### config.mk
export PLATFORM = sky130hd
export DESIGN_NAME = multi_digit_switch_counter
export DESIGN_NICKNAME = d
export VERILOG_FILES = /design/src/rtl/multi_digit_switch_counter_pkg.sv /design/src/rtl/switch_debouncer.sv /design/src/rtl/multi_digit_switch_counter.sv
export SDC_FILE = /design/constraint.sdc
export NUM_CORES = 1
export LEC_CHECK = 0
export BUFFER_PORTS_ARGS = -buffer_cell sky130_fd_sc_hd__buf_4
export CORE_MARGIN = 2
export CORE_UTILIZATION = 35
export CTS_CLUSTER_SIZE = 20
export DETAILED_ROUTE_END_ITERATION = 7
export PLACE_DENSITY = 0.54
export REMOVE_ABC_BUFFERS = 1
export SLEW_MARGIN = 20
export SYNTH_ARGS = -nofsm -noshare
export SYNTH_HDL_FRONTEND = slang
export SYNTH_HIERARCHICAL = 1
export SYNTH_SLANG_ARGS = --single-unit
### constraint.sdc
create_clock -name clk -period 2.4 [get_ports clk]
set_clock_uncertainty 0.15 [all_clocks]
set_input_delay 0.72 -clock clk [delete_from_list [all_inputs] [get_ports clk]]
set_output_delay 0.72 -clock clk [all_outputs]
set_load 0.03 [all_outputs]
### src/rtl/multi_digit_switch_counter_pkg.sv
// multi_digit_switch_counter_pkg: BCD digit type and seven-segment patterns
package multi_digit_switch_counter_pkg;
  typedef logic [3:0] bcd_t;
  localparam logic [6:0] SEG_BLANK = 7'b1111111;
  localparam logic [6:0] SEG_0 = 7'b1000000;
  localparam logic [6:0] SEG_1 = 7'b1111001;
  localparam logic [6:0] SEG_2 = 7'b0100100;
  localparam logic [6:0] SEG_3 = 7'b0110000;
  localparam logic [6:0] SEG_4 = 7'b0011001;
  localparam logic [6:0] SEG_5 = 7'b0010010;
  localparam logic [6:0] SEG_6 = 7'b0000010;
  localparam logic [6:0] SEG_7 = 7'b1111000;
  localparam logic [6:0] SEG_8 = 7'b0000000;
  localparam logic [6:0] SEG_9 = 7'b0010000;
  function automatic logic [6:0] seg_decode(input bcd_t d);
    return d == 4'd0 ? SEG_0 :
           d == 4'd1 ? SEG_1 :
           d == 4'd2 ? SEG_2 :
           d == 4'd3 ? SEG_3 :
           d == 4'd4 ? SEG_4 :
           d == 4'd5 ? SEG_5 :
           d == 4'd6 ? SEG_6 :
           d == 4'd7 ? SEG_7 :
           d == 4'd8 ? SEG_8 :
           d == 4'd9 ? SEG_9 : SEG_BLANK;
  endfunction
endpackage

### src/rtl/switch_debouncer.sv
// switch_debouncer: 2-flop synchroniser plus stability-counter debounce
module switch_debouncer #(
  parameter int DEBOUNCE_CYCLES = 50000
) (
  input  logic clk,
  input  logic reset,
  input  logic raw,
  output logic level
);
  localparam int CW = $clog2(DEBOUNCE_CYCLES + 1);
  logic [1:0] sync;
  logic [CW-1:0] cnt;
  always_ff @(posedge clk) begin
    if (reset) begin
      sync  <= '0;
      level <= 1'b0;
      cnt   <= '0;
    end else begin
      sync <= {sync[0], raw};
      if (sync[1] == level) cnt <= '0;
      else if (cnt == CW'(DEBOUNCE_CYCLES - 1)) begin
        level <= sync[1];
        cnt   <= '0;
      end else cnt <= cnt + CW'(1);
    end
  end
endmodule

### src/rtl/multi_digit_switch_counter.sv
// multi_digit_switch_counter: debounced up/down BCD counter with seven-segment decode
module multi_digit_switch_counter
  import multi_digit_switch_counter_pkg::*;
#(
  parameter int DIGITS          = 4,
  parameter int DEBOUNCE_CYCLES = 50000,
  parameter int BLANK_LEADING   = 0
) (
  input  logic                  clk,
  input  logic                  reset,
  input  logic                  sliding_switch,
  input  logic                  clear_switch,
  input  logic                  dir_switch,
  output logic [4*DIGITS-1:0]   count_bcd,
  output logic [7*DIGITS-1:0]   encoded_count,
  output logic                  wrap
);
  logic slide_lvl, slide_prev, clear_lvl, count_event, carry, next_wrap, lead;
  logic [1:0] dir_sync;
  bcd_t [DIGITS-1:0] digits, next_digits;
  switch_debouncer #(.DEBOUNCE_CYCLES(DEBOUNCE_CYCLES)) u_slide (
    .clk(clk), .reset(reset), .raw(sliding_switch), .level(slide_lvl)
  );
  switch_debouncer #(.DEBOUNCE_CYCLES(DEBOUNCE_CYCLES)) u_clear (
    .clk(clk), .reset(reset), .raw(clear_switch), .level(clear_lvl)
  );
  assign count_event = slide_prev & ~slide_lvl;
  assign count_bcd   = digits;
  always_comb begin
    next_digits = digits;
    carry = 1'b1;
    for (int i = 0; i < DIGITS; i++) begin
      next_digits[i] = !carry ? digits[i] :
                       dir_sync[1] ? (digits[i] == 4'd9 ? 4'd0 : digits[i] + 4'd1) :
                                     (digits[i] == 4'd0 ? 4'd9 : digits[i] - 4'd1);
      carry = carry & (digits[i] == (dir_sync[1] ? 4'd9 : 4'd0));
    end
    next_wrap = carry;
  end
  always_ff @(posedge clk) begin
    if (reset) begin
      digits     <= '0;
      wrap       <= 1'b0;
      slide_prev <= 1'b0;
      dir_sync   <= '0;
    end else begin
      dir_sync   <= {dir_sync[0], dir_switch};
      slide_prev <= slide_lvl;
      if (clear_lvl) begin
        digits <= '0;
        wrap   <= 1'b0;
      end else if (count_event) begin
        digits <= next_digits;
        wrap   <= next_wrap;
      end else wrap <= 1'b0;
    end
  end
  always_comb begin
    encoded_count = '0;
    lead = BLANK_LEADING != 0;
    for (int i = DIGITS - 1; i >= 0; i--) begin
      lead = lead & (digits[i] == 4'd0) & (i != 0);
      encoded_count[7*i +: 7] = lead ? SEG_BLANK : seg_decode(digits[i]);
    end
  end
endmodule

==> impl_metrics.py, run 1 <==
metrics = {
    "status": {
        "outcome": "complete, but fails checks",
        "violations": "negative setup slack",
    },
    "die": {
        "die_w_um": 105,
        "start_util_pct": 36.3,
        "rows": 36,
        "core_mm2": 0.00982,
        "io_pins": 50,
        "dieArea_mm2": 0.0110,
        "die_h_um": 105,
    },
    "routing": {
        "drc_errors": 0,
        "vias_per_cell": 5.16,
        "wl_per_cell_um": 12.9,
        "routed_wl_um": 8340,
        "dr.pass1.iters": 4,
        "drtIter0Drc": 123,
        "ant_nets": 0,
        "vias": 3332,
    },
    "synthesis": {
        "syn_area_per_cell_um2": 7.95,
        "synthCells": 448,
        "synth_area_mm2": 0.00356,
        "yosysWarningCount": 6,
        "synth.distinct_cells": 65,
        "synth_seq_cells": 58,
        "synth-seq-area-share_pct": 32.6,
        "synthArstFlopShare_pct": 0,
        "synth-edff-count": 0,
        "ys.flop_type": "dfxtp_1",
    },
    "setup_path": {
        "cp_max_fo": 5,
        "worstSetupPathType": "flop to output port",
        "worstReg2RegEnd": "count_bcd[6]$_SDFFE_PP0P_",
        "r2r-start": "count_bcd[5]$_SDFFE_PP0P_",
        "crit_end": "encoded_count[10]",
        "crit_arrival_ns": 1.53,
        "worstPathRequired_ns": 1.53,
        "start_kind": "flop",
        "r2r.worst_path.cells": 6,
        "crit_path_end_kind": "output port",
        "r2r_slack_ns": 0.35,
        "cp-startpoint": "count_bcd[5]$_SDFFE_PP0P_",
    },
    "place": {
        "place_area_mm2": 0.00413,
        "preCtsSetupSlack_ns": 0.247,
        "io_buffers": 49,
        "gp_congestion": 0.857,
        "placed_cells": 625,
        "dp_hpwl_um": 5740,
    },
    "pwr": {
        "vdd_ir_drop_max_v": 0.000196,
        "p_per_area_mw_per_mm2": 438,
        "leakagePower_nw": 1.58,
    },
    "clock_network": {
        "clockBufferDepth": 2,
        "ctsHoldBuffers": 0,
        "clkLatencyLatePin_ns": 0.33,
        "cts_root_buf": "clkbuf_8",
        "clkTransAtPathRegs_ns": 0.07,
        "cts.sinks": 58,
        "cts_tree": "done",
        "h-tree-depth": 3,
        "cts-buffers-inserted": 9,
    },
    "sta": {
        "tns_ns": -0.00237,
        "setup_viol": 1,
        "worst_slack_ns": -0.00237,
        "drv_slew": 0,
        "slew_headroom_pct": 68.2,
        "post-route-min-period_ns": 2.40,
        "hold_violations": 0,
        "final.period_utilization_pct": 100,
        "fmax_mhz": 416,
        "rsz0062_at_grt": "true",
        "worst_slew_pin_slew_ns": 0.477,
    },
    "worst_hold_path": {
        "holdCritPathClass": "flop to flop",
    },
    "global_routing": {
        "grt_pass1_vias": 3133,
        "gr-total-overflow": 0,
        "grt_max_degree": 20,
        "antenna_found_initial": 0,
        "grt_usage_pct": 15.6,
        "grt_pass1_wl_um": 14300,
    },
    "finish": {
        "syn_to_final_growth_pct": 25.0,
        "final_area_mm2": 0.00445,
        "stdcell_count": 646,
        "n_antenna_cell": 0,
        "nets": 515,
        "drive_gt1_share_pct": 28.5,
        "fin_util_pct": 45.3,
    },
    "job": {
        "max_cap_violations": 0,
    },
}
==> through the flow <==
step	hold WS [ns]	power (mW)
after detailed placement	0.276	1.05
after global placement	0.275	1.05
after global routing	0.322	2.03
after floorplan	0.264	1.03
final	0.296	1.95
after CTS	0.304	1.99
==> cells in the mapped netlist (all sizes together) (5+ instances only) <==
| cell type | instances | area (um^2) |
|---|---|---|
| nand2 | 32 | 125 |
| and3 | 7 | 46.3 |
| nand2b | 7 | 43.8 |
| nor4 | 10 | 118 |
| nor2b | 8 | 50.1 |
| clkbuf | 15 | 56.3 |
| a21oi | 30 | 150 |
| nand4 | 7 | 86.3 |
| xnor2 | 35 | 307 |
| nor2 | 65 | 254 |
| dfxtp | 58 | 1160 |
| nor3 | 17 | 90.1 |
| o21ai | 36 | 184 |
| nand3 | 12 | 60.1 |
| buf | 12 | 76.3 |
| mux2i | 5 | 50.1 |
| nand4b | 5 | 43.8 |
| o211ai | 6 | 45.0 |
| inv | 17 | 63.8 |
==> final cells by class <==
cell class                      instances  area (um^2)
Clock inverter                          4         50.0
Inverter                               17         67.6
Tap cell                              133          166
Multi-Input combinational cell        346         2240
Fill cell                            1043         5370
Timing Repair Buffer                   76          582
Clock buffer                           12          155
Sequential cell                        58         1190
==> cells in the final DEF, fill, tap and decap left out, drive strengths merged, types with 8 or more instances in the layout <==
| cell | netlist | layout |
|---|---|---|
| o21ai | 36 | 36 |
| inv | 17 | 16 |
| nor2 | 65 | 65 |
| clkbuf | 15 | 12 |
| nor2b | 8 | 8 |
| buf | 12 | 76 |
| xnor2 | 35 | 35 |
| nand3 | 12 | 12 |
| nor3 | 17 | 17 |
| nand2 | 32 | 32 |
| dfxtp | 58 | 58 |
| a21oi | 30 | 30 |
| nor4 | 10 | 10 |
==> worst min-delay path by stage <==
stage | from | endpoint | slack (ns) | depth (start not counted)
after floorplan | dir_sync[0]$_SDFF_PP0_ | dir_sync[1]$_SDFF_PP0_ | 0.26 | 1
after global placement | dir_sync[0]$_SDFF_PP0_ | dir_sync[1]$_SDFF_PP0_ | 0.27 | 1
after detailed placement | u_slide/sync[0]$_SDFF_PP0_ | u_slide/sync[1]$_SDFF_PP0_ | 0.28 | 1
after CTS | u_clear/sync[0]$_SDFF_PP0_ | u_clear/sync[1]$_SDFF_PP0_ | 0.30 | 1
after global routing | u_clear/sync[0]$_SDFF_PP0_ | u_clear/sync[1]$_SDFF_PP0_ | 0.32 | 1
final | u_clear/sync[0]$_SDFF_PP0_ | u_clear/sync[1]$_SDFF_PP0_ | 0.30 | 1
==> what timing repair did <==
action                                  CTS  global route
pin swaps                                 0             1
gates resized for setup                  15            20
endpoints found under the setup margin   14            15
setup buffers                             2             3
==> sequential cells by signal (all words and copies together) (netlist names) <==
register       cells
u_slide/cnt       16
slide_prev         1
u_clear/level      1
u_slide/level      1
count_bcd         16
dir_sync           2
u_slide/sync       2
wrap               1
u_clear/sync       2
u_clear/cnt       16
==> where the power goes <==
| part | internal (mW) | total [mW] | switching (mW) | leakage (nW) |
|---|---|---|---|---|
| clock | 0.535 | 0.931 | 0.396 | 0.0986 |
| sequential | 0.962 | 0.968 | 0.00545 | 0.477 |
| combinational | 0.0200 | 0.0502 | 0.0302 | 1.00 |
| total | 1.52 | 1.95 | 0.432 | 1.58 |
==> cells by family after synthesis <==
kind of cell,Yosys count,synth area share [%]
XOR/XNOR,37,9.10
flip-flops,58,32.6
multiplexers,6,1.72
AND/OR/NAND/NOR,193,31.2
adder cells (fa/ha/maj),2,0.703
buffers and inverters,44,5.52
AO/OA/AOI/OAI,108,19.2
==> worst max-delay path, stage by stage, from the launching register on <==
cell and delay (ns):
dfxtp_4 0.36, or3_4 0.36, and3_4 0.18, o21ai_2 0.15, buf_6 0.15
==> per-layer routing <==
layer	wire, um	vias up	track usage [%]
li1	-	1712	-
met1	3860	1544	18.7
met2	4120	70	26.6
met3	304	6	4.18
met4	53	0	5.62
met5	0	-	0
Note: power is estimated with default switching activity, not from simulation.
==> inputs of run 2 (changes only) <==
CORE_MARGIN = 8   (was 2)
==> run 2 against run 1 <==
The run now ends clean; power up 6.9%; global-route usage down 2.7 points; worst setup slack better by 0.030 ns; die area up 24%; clock power up 14%; routed wire length up 3.2%; critical path type unchanged; critical endpoint unchanged.
==> impl_metrics.py, run 2 (synthesis results as in run 1) <==
metrics = {
    "status": {
        "outcome": "finished, final reports clean",
    },
    "routing": {
        "dr.pass1.iters": 4,
        "vias_per_cell": 5.01,
        "routed_wl_um": 8610,
        "wl_per_cell_um": 13.2,
        "vias": 3273,
        "ant_nets": 0,
        "drtIter0Drc": 184,
        "drc_errors": 0,
    },
    "sta": {
        "rsz0062_at_grt": "true",
        "setup_viol": 0,
        "drv_slew": 0,
        "final.period_utilization_pct": 98.8,
        "slew_headroom_pct": 66.3,
        "fmax_mhz": 422,
        "hold_violations": 0,
        "worst_slew_pin_slew_ns": 0.500,
        "tns_ns": 0,
        "post-route-min-period_ns": 2.37,
    },
    "worst_hold_path": {
        "hold_path_startpoint": "u_slide/sync[0]$_SDFF_PP0_",
        "holdCritPathClass": "flop to flop",
    },
    "clock_network": {
        "clkTransAtPathRegs_ns": 0.06,
        "ctsHoldBuffers": 0,
        "h-tree-depth": 3,
        "clockBufferDepth": 2,
        "cts.sinks": 58,
        "clkLatencyLatePin_ns": 0.33,
        "cts_root_buf": "clkbuf_8",
        "cts_tree": "done",
        "cts-buffers-inserted": 9,
    },
    "finish": {
        "final_common_cell": "buf_4",
        "stdcell_count": 653,
        "n_antenna_cell": 0,
        "syn_to_final_growth_pct": 26.8,
        "drive_gt1_share_pct": 29.0,
        "nets": 519,
        "most-common-layout-cells": "buf_4 (78), nor2_1 (57), dfxtp_1 (45), xnor2_1 (35), o21ai_0 (31)",
        "fillers": 1021,
    },
    "pwr": {
        "p_per_area_mw_per_mm2": 461,
        "p_sw_uw": 431,
        "p_comb_share_pct": 2.6,
        "vdd_ir_drop_max_v": 0.000257,
        "leakagePower_nw": 1.62,
        "swShare_pct": 20.7,
        "intPower_mw": 1.65,
        "clkPwrFrac_pct": 51.0,
        "p_seq_share_pct": 46.4,
    },
    "global_routing": {
        "antenna_found_initial": 0,
        "grt_usage_pct": 12.9,
        "grt_pass1_wl_um": 14300,
        "grt_pass1_vias": 3117,
        "grt_max_degree": 21,
        "gr-total-overflow": 0,
    },
    "setup_path": {
        "worstPathRequired_ns": 1.53,
        "crit_family": "simple AND/OR/NAND/NOR gates",
        "r2r-start": "count_bcd[7]$_SDFFE_PP0P_",
        "crit_path_end_kind": "output port",
        "max_stage_delay_ns": 0.36,
        "critPathBufInv": 1,
        "crit_arrival_ns": 1.50,
        "cp_max_fo": 5,
        "worstSetupPathType": "flop to output port",
        "cp-startpoint": "count_bcd[5]$_SDFFE_PP0P_",
        "cp_slowest_cell": "dfxtp_4",
        "cp_cell_sequence": "or3_4, and3_4, o21ai_2, buf_6",
        "start_kind": "flop",
    },
    "die": {
        "start_util_pct": 35.3,
        "core_mm2": 0.0101,
        "rows": 37,
        "die_h_um": 117,
        "dieArea_mm2": 0.0137,
        "die_w_um": 117,
        "io_pins": 50,
    },
    "place": {
        "io_buffers": 49,
        "gp_congestion": 0.830,
        "dp_hpwl_um": 6070,
        "placed_cells": 631,
    },
    "job": {
        "max_cap_violations": 0,
    },
}
run 2: timing repair:
item                       4_1_cts  5_1_grt
pin swaps                        1        1
resized for setup               18       18
setup buffers                    2        4
setup endpoints to repair       13       13
run 2: metrics by stage:
step                util, %  setup slack, ns  area (um^2)  hold WS [ns]  power [mW]
floorplan                 -           -0.226         3430         0.264        1.03
global placement       41.2            0.244         4150         0.273        1.05
detailed placement     41.2            0.197         4150         0.273        1.05
CTS                    43.9          -0.0457         4430         0.298        2.12
finish                 44.8           0.0278         4520         0.290        2.08
global route           44.8          -0.0325         4520         0.310        2.17
run 2: per-layer routing:
metal	routed length (um)	up-vias	track usage, %
met1	4010	1484	15.2
met2	4160	54	22.2
met3	315	9	2.62
met4	121	0	5.38
li1	-	1726	-
met5	0	-	0
run 2: layout make-up:
class	instances	area, um^2	share of cell area (%)
multi-input combinational	346	2250	49.8
sequential	58	1190	26.3
timing repair buffer	80	608	13.5
tap	136	170	3.77
clock buffer	12	165	3.66
clock inverter	4	72.6	1.61
inverter	17	63.8	1.41
run 2: path summary, 6_finish.rpt:
kind                                                    to  slack, ns  cells after the start
worst min register to register  u_slide/sync[1]$_SDFF_PP0_       0.29                      1
worst max-delay path                     encoded_count[10]       0.03                      4
worst max register to register   count_bcd[6]$_SDFFE_PP0P_       0.46                      5
worst min-delay path            u_slide/sync[1]$_SDFF_PP0_       0.29                      1
run 2: power groups by stage:
stage / Clock (mW) / Combinational, mW / Sequential [mW]
after floorplan: 0 / 0.0287 / 0.997
after global placement: 0 / 0.0550 / 0.993
after detailed placement: 0 / 0.0552 / 0.993
after CTS: 1.10 / 0.0553 / 0.968
after global routing: 1.14 / 0.0606 / 0.966
final: 1.06 / 0.0545 / 0.966
==> inputs of run 3 (changes only) <==
SYNTH_HIERARCHICAL = unset   (was 1)
==> run 3 against run 2 <==
Critical path type unchanged; power decreased by 2.3%; worst hold slack improved by 0.0017 ns; via count decreased by 2.1%; sequential power about the same; clock-buffer cell count decreased by 3; fmax decreased by 0.42%; largest power group unchanged; die area decreased by 2.3%.
==> impl_metrics.py, run 3 <==
metrics = {
    "status": {
        "outcome": "finished, final reports clean",
    },
    "die": {
        "die_w_um": 116,
        "rows": 36,
        "io_pins": 50,
        "dieArea_mm2": 0.0133,
        "die_h_um": 116,
        "start_util_pct": 35.8,
        "core_mm2": 0.00968,
    },
    "pwr": {
        "clkPwrFrac_pct": 50.0,
        "p_comb_share_pct": 2.5,
        "p_per_area_mw_per_mm2": 476,
        "swShare_pct": 22.7,
        "vdd_ir_drop_max_v": 0.000280,
        "p_seq_share_pct": 47.5,
        "total_power_mw": 2.04,
        "p_sw_uw": 461,
        "intPower_mw": 1.57,
        "leakagePower_nw": 1.61,
    },
    "setup_path": {
        "r2r-start": "dir_sync[1]$_SDFF_PP0_",
        "crit_end": "encoded_count[3]",
        "worstReg2RegEnd": "count_bcd[13]$_SDFFE_PP0P_",
        "crit_arrival_ns": 1.51,
        "start_kind": "flop",
        "r2r_slack_ns": 0.38,
        "worstSetupPathType": "flop to output port",
        "r2r.worst_path.cells": 5,
        "crit_path_end_kind": "output port",
        "cp-startpoint": "count_bcd[1]$_SDFFE_PP0P_",
        "cp_max_fo": 4,
        "worstPathRequired_ns": 1.53,
    },
    "finish": {
        "n_antenna_cell": 0,
        "multi_input_area_mm2": 0.00213,
        "final_area_mm2": 0.00428,
        "final_common_cell": "buf_4",
        "syn_to_final_growth_pct": 23.3,
        "drive_gt1_share_pct": 28.2,
        "fillers": 990,
        "stdcell_count": 618,
        "seqCellArea_mm2": 0.00119,
        "nets": 487,
        "most-common-layout-cells": "buf_4 (69), dfxtp_1 (44), nor2_1 (41), o21ai_0 (34), nand2_1 (32)",
    },
    "synthesis": {
        "synth_area_mm2": 0.00347,
        "ys.flop_type": "dfxtp_1",
        "synthArstFlopShare_pct": 0,
        "synthCells": 435,
        "synth_seq_cells": 58,
        "netlist_top_cells_count": "dfxtp_1 (58), nor2_1 (42), o21ai_0 (40), nand2_1 (32), clkbuf_1 (25)",
        "yosysMostFrequentCell": "dfxtp_1",
        "ys_top_cells_by_area": "dfxtp_1 (33%), o21ai_0 (5.8%), xor2_1 (5.6%), nor2_1 (4.5%), nand2_1 (3.5%)",
        "yosysTopAreaCellShare_pct": 33.5,
        "yosysWarningCount": 0,
        "yosysTopAreaCell": "dfxtp_1",
        "synth-seq-area-share_pct": 33.5,
        "synth.distinct_cells": 60,
        "syn_area_per_cell_um2": 7.97,
        "synth-edff-count": 0,
    },
    "routing": {
        "wl_per_cell_um": 13.0,
        "drc_errors": 0,
        "routed_wl_um": 8060,
        "dr.pass1.iters": 4,
        "vias_per_cell": 5.18,
        "drtIter0Drc": 170,
        "ant_nets": 0,
        "vias": 3204,
    },
    "clock_network": {
        "clkTransAtPathRegs_ns": 0.07,
        "cts.sinks": 58,
        "clkLatencyLatePin_ns": 0.34,
        "cts_root_buf": "clkbuf_8",
        "cts-buffers-inserted": 9,
        "ctsHoldBuffers": 0,
        "cts_tree": "done",
        "h-tree-depth": 3,
        "clockBufferDepth": 2,
    },
    "sta": {
        "setup_viol": 0,
        "final.period_utilization_pct": 99.3,
        "post-route-min-period_ns": 2.38,
        "rsz0062_at_grt": "true",
        "drv_slew": 0,
        "tns_ns": 0,
        "worst_slew_pin_slew_ns": 0.628,
        "fmax_mhz": 420,
        "slew_headroom_pct": 57.9,
        "hold_violations": 0,
    },
    "global_routing": {
        "grt_pass1_wl_um": 13600,
        "grt_max_degree": 20,
        "gr-total-overflow": 0,
        "grt_pass1_vias": 3000,
        "grt_usage_pct": 12.3,
        "antenna_found_initial": 0,
    },
    "place": {
        "gp_congestion": 0.828,
        "place_area_mm2": 0.00395,
        "io_buffers": 49,
        "dp_hpwl_um": 5640,
        "placed_cells": 597,
    },
    "worst_hold_path": {
        "holdCritPathClass": "flop to flop",
    },
    "job": {
        "max_cap_violations": 0,
    },
}
## run 3: cell types whose count changed after synthesis, sizes merged, moves of 6 or more
| cell | previous run | this run |
|---|---|---|
| a21oi | 30 | 23 |
| and4 | 0 | 7 |
| clkbuf | 15 | 25 |
| inv | 17 | 10 |
| nand3 | 12 | 18 |
| nor2 | 65 | 53 |
| nor3 | 17 | 10 |
| nor4 | 10 | 4 |
| or3 | 3 | 10 |
| xnor2 | 35 | 10 |
| xor2 | 2 | 22 |
## run 3: worst min-delay path by stage
stage                                from                         end  cells past startpoint
2_1_floorplan      dir_sync[0]$_SDFF_PP0_      dir_sync[1]$_SDFF_PP0_                      1
4_1_cts        u_slide.sync[0]$_SDFF_PP0_  u_slide.sync[1]$_SDFF_PP0_                      1
5_1_grt        u_slide.sync[0]$_SDFF_PP0_  u_slide.sync[1]$_SDFF_PP0_                      1
3_5_place_dp   u_slide.sync[0]$_SDFF_PP0_  u_slide.sync[1]$_SDFF_PP0_                      1
6_report       u_slide.sync[0]$_SDFF_PP0_  u_slide.sync[1]$_SDFF_PP0_                      1
3_3_place_gp   u_slide.sync[0]$_SDFF_PP0_  u_slide.sync[1]$_SDFF_PP0_                      1
## run 3: kinds of logic (layout without fill, tap and decap cells)
family | count (synthesis) | in the layout | synth area share, %
AOI/OAI and AO/OA | 105 | 105 | 19.2
xor gates and xnor gates | 32 | 32 | 8.08
adders and majority gates | 2 | 2 | 0.722
buffers and inverters | 46 | 96 | 6.17
DFF | 58 | 58 | 33.5
muxes | 7 | 7 | 2.02
and+or+nand+nor | 185 | 185 | 30.3
## run 3: area by class of cell
type / instances / share of cell area (%)
clock buffer: 9 / 2.90
clock inverter: 7 / 2.40
inverter: 10 / 0.878
multi-input combinational: 331 / 49.7
sequential: 58 / 27.9
tap: 133 / 3.89
timing repair buffer: 70 / 12.4
## run 3: metal layers
metal  vias to the layer above  share of wire (%)  track usage [%]
met1                      1477                 45             14.1
li1                       1651                  -                -
met3                        14                5.1             2.55
met2                        62                 48             20.8
met5                         -                  0                0
met4                         0                2.1             6.83
## run 3: timing repair
item / in CTS / in global routing
setup buffers: 3 / 2
pin swaps: 0 / 1
resized for setup: 17 / 19
setup endpoints to repair: 15 / 10
## run 3: stage by stage
stage,setup slack (ns),hold slack [ns],utilization (%)
3_5_place_dp,0.236,0.274,40.7
2_1_floorplan,-0.270,0.264,-
3_3_place_gp,0.253,0.278,40.7
6_report,0.0178,0.292,44.2
4_1_cts,0.00301,0.293,43.5
5_1_grt,-0.0397,0.314,44.2
## run 3: worst max-delay path, stage by stage (launching register included)
cell and delay, ns:
dfxtp_4 0.35, or3_4 0.37, and3_4 0.18, o21ai_2 0.14, buf_6 0.14
## run 3: power groups by stage
stage	registers, mW	clock network (mW)	logic, mW
2_1_floorplan	0.995	0	0.0278
3_3_place_gp	0.994	0	0.0504
3_5_place_dp	0.994	0	0.0510
4_1_cts	0.969	1.05	0.0511
5_1_grt	0.967	1.10	0.0573
6_report	0.966	1.02	0.0508
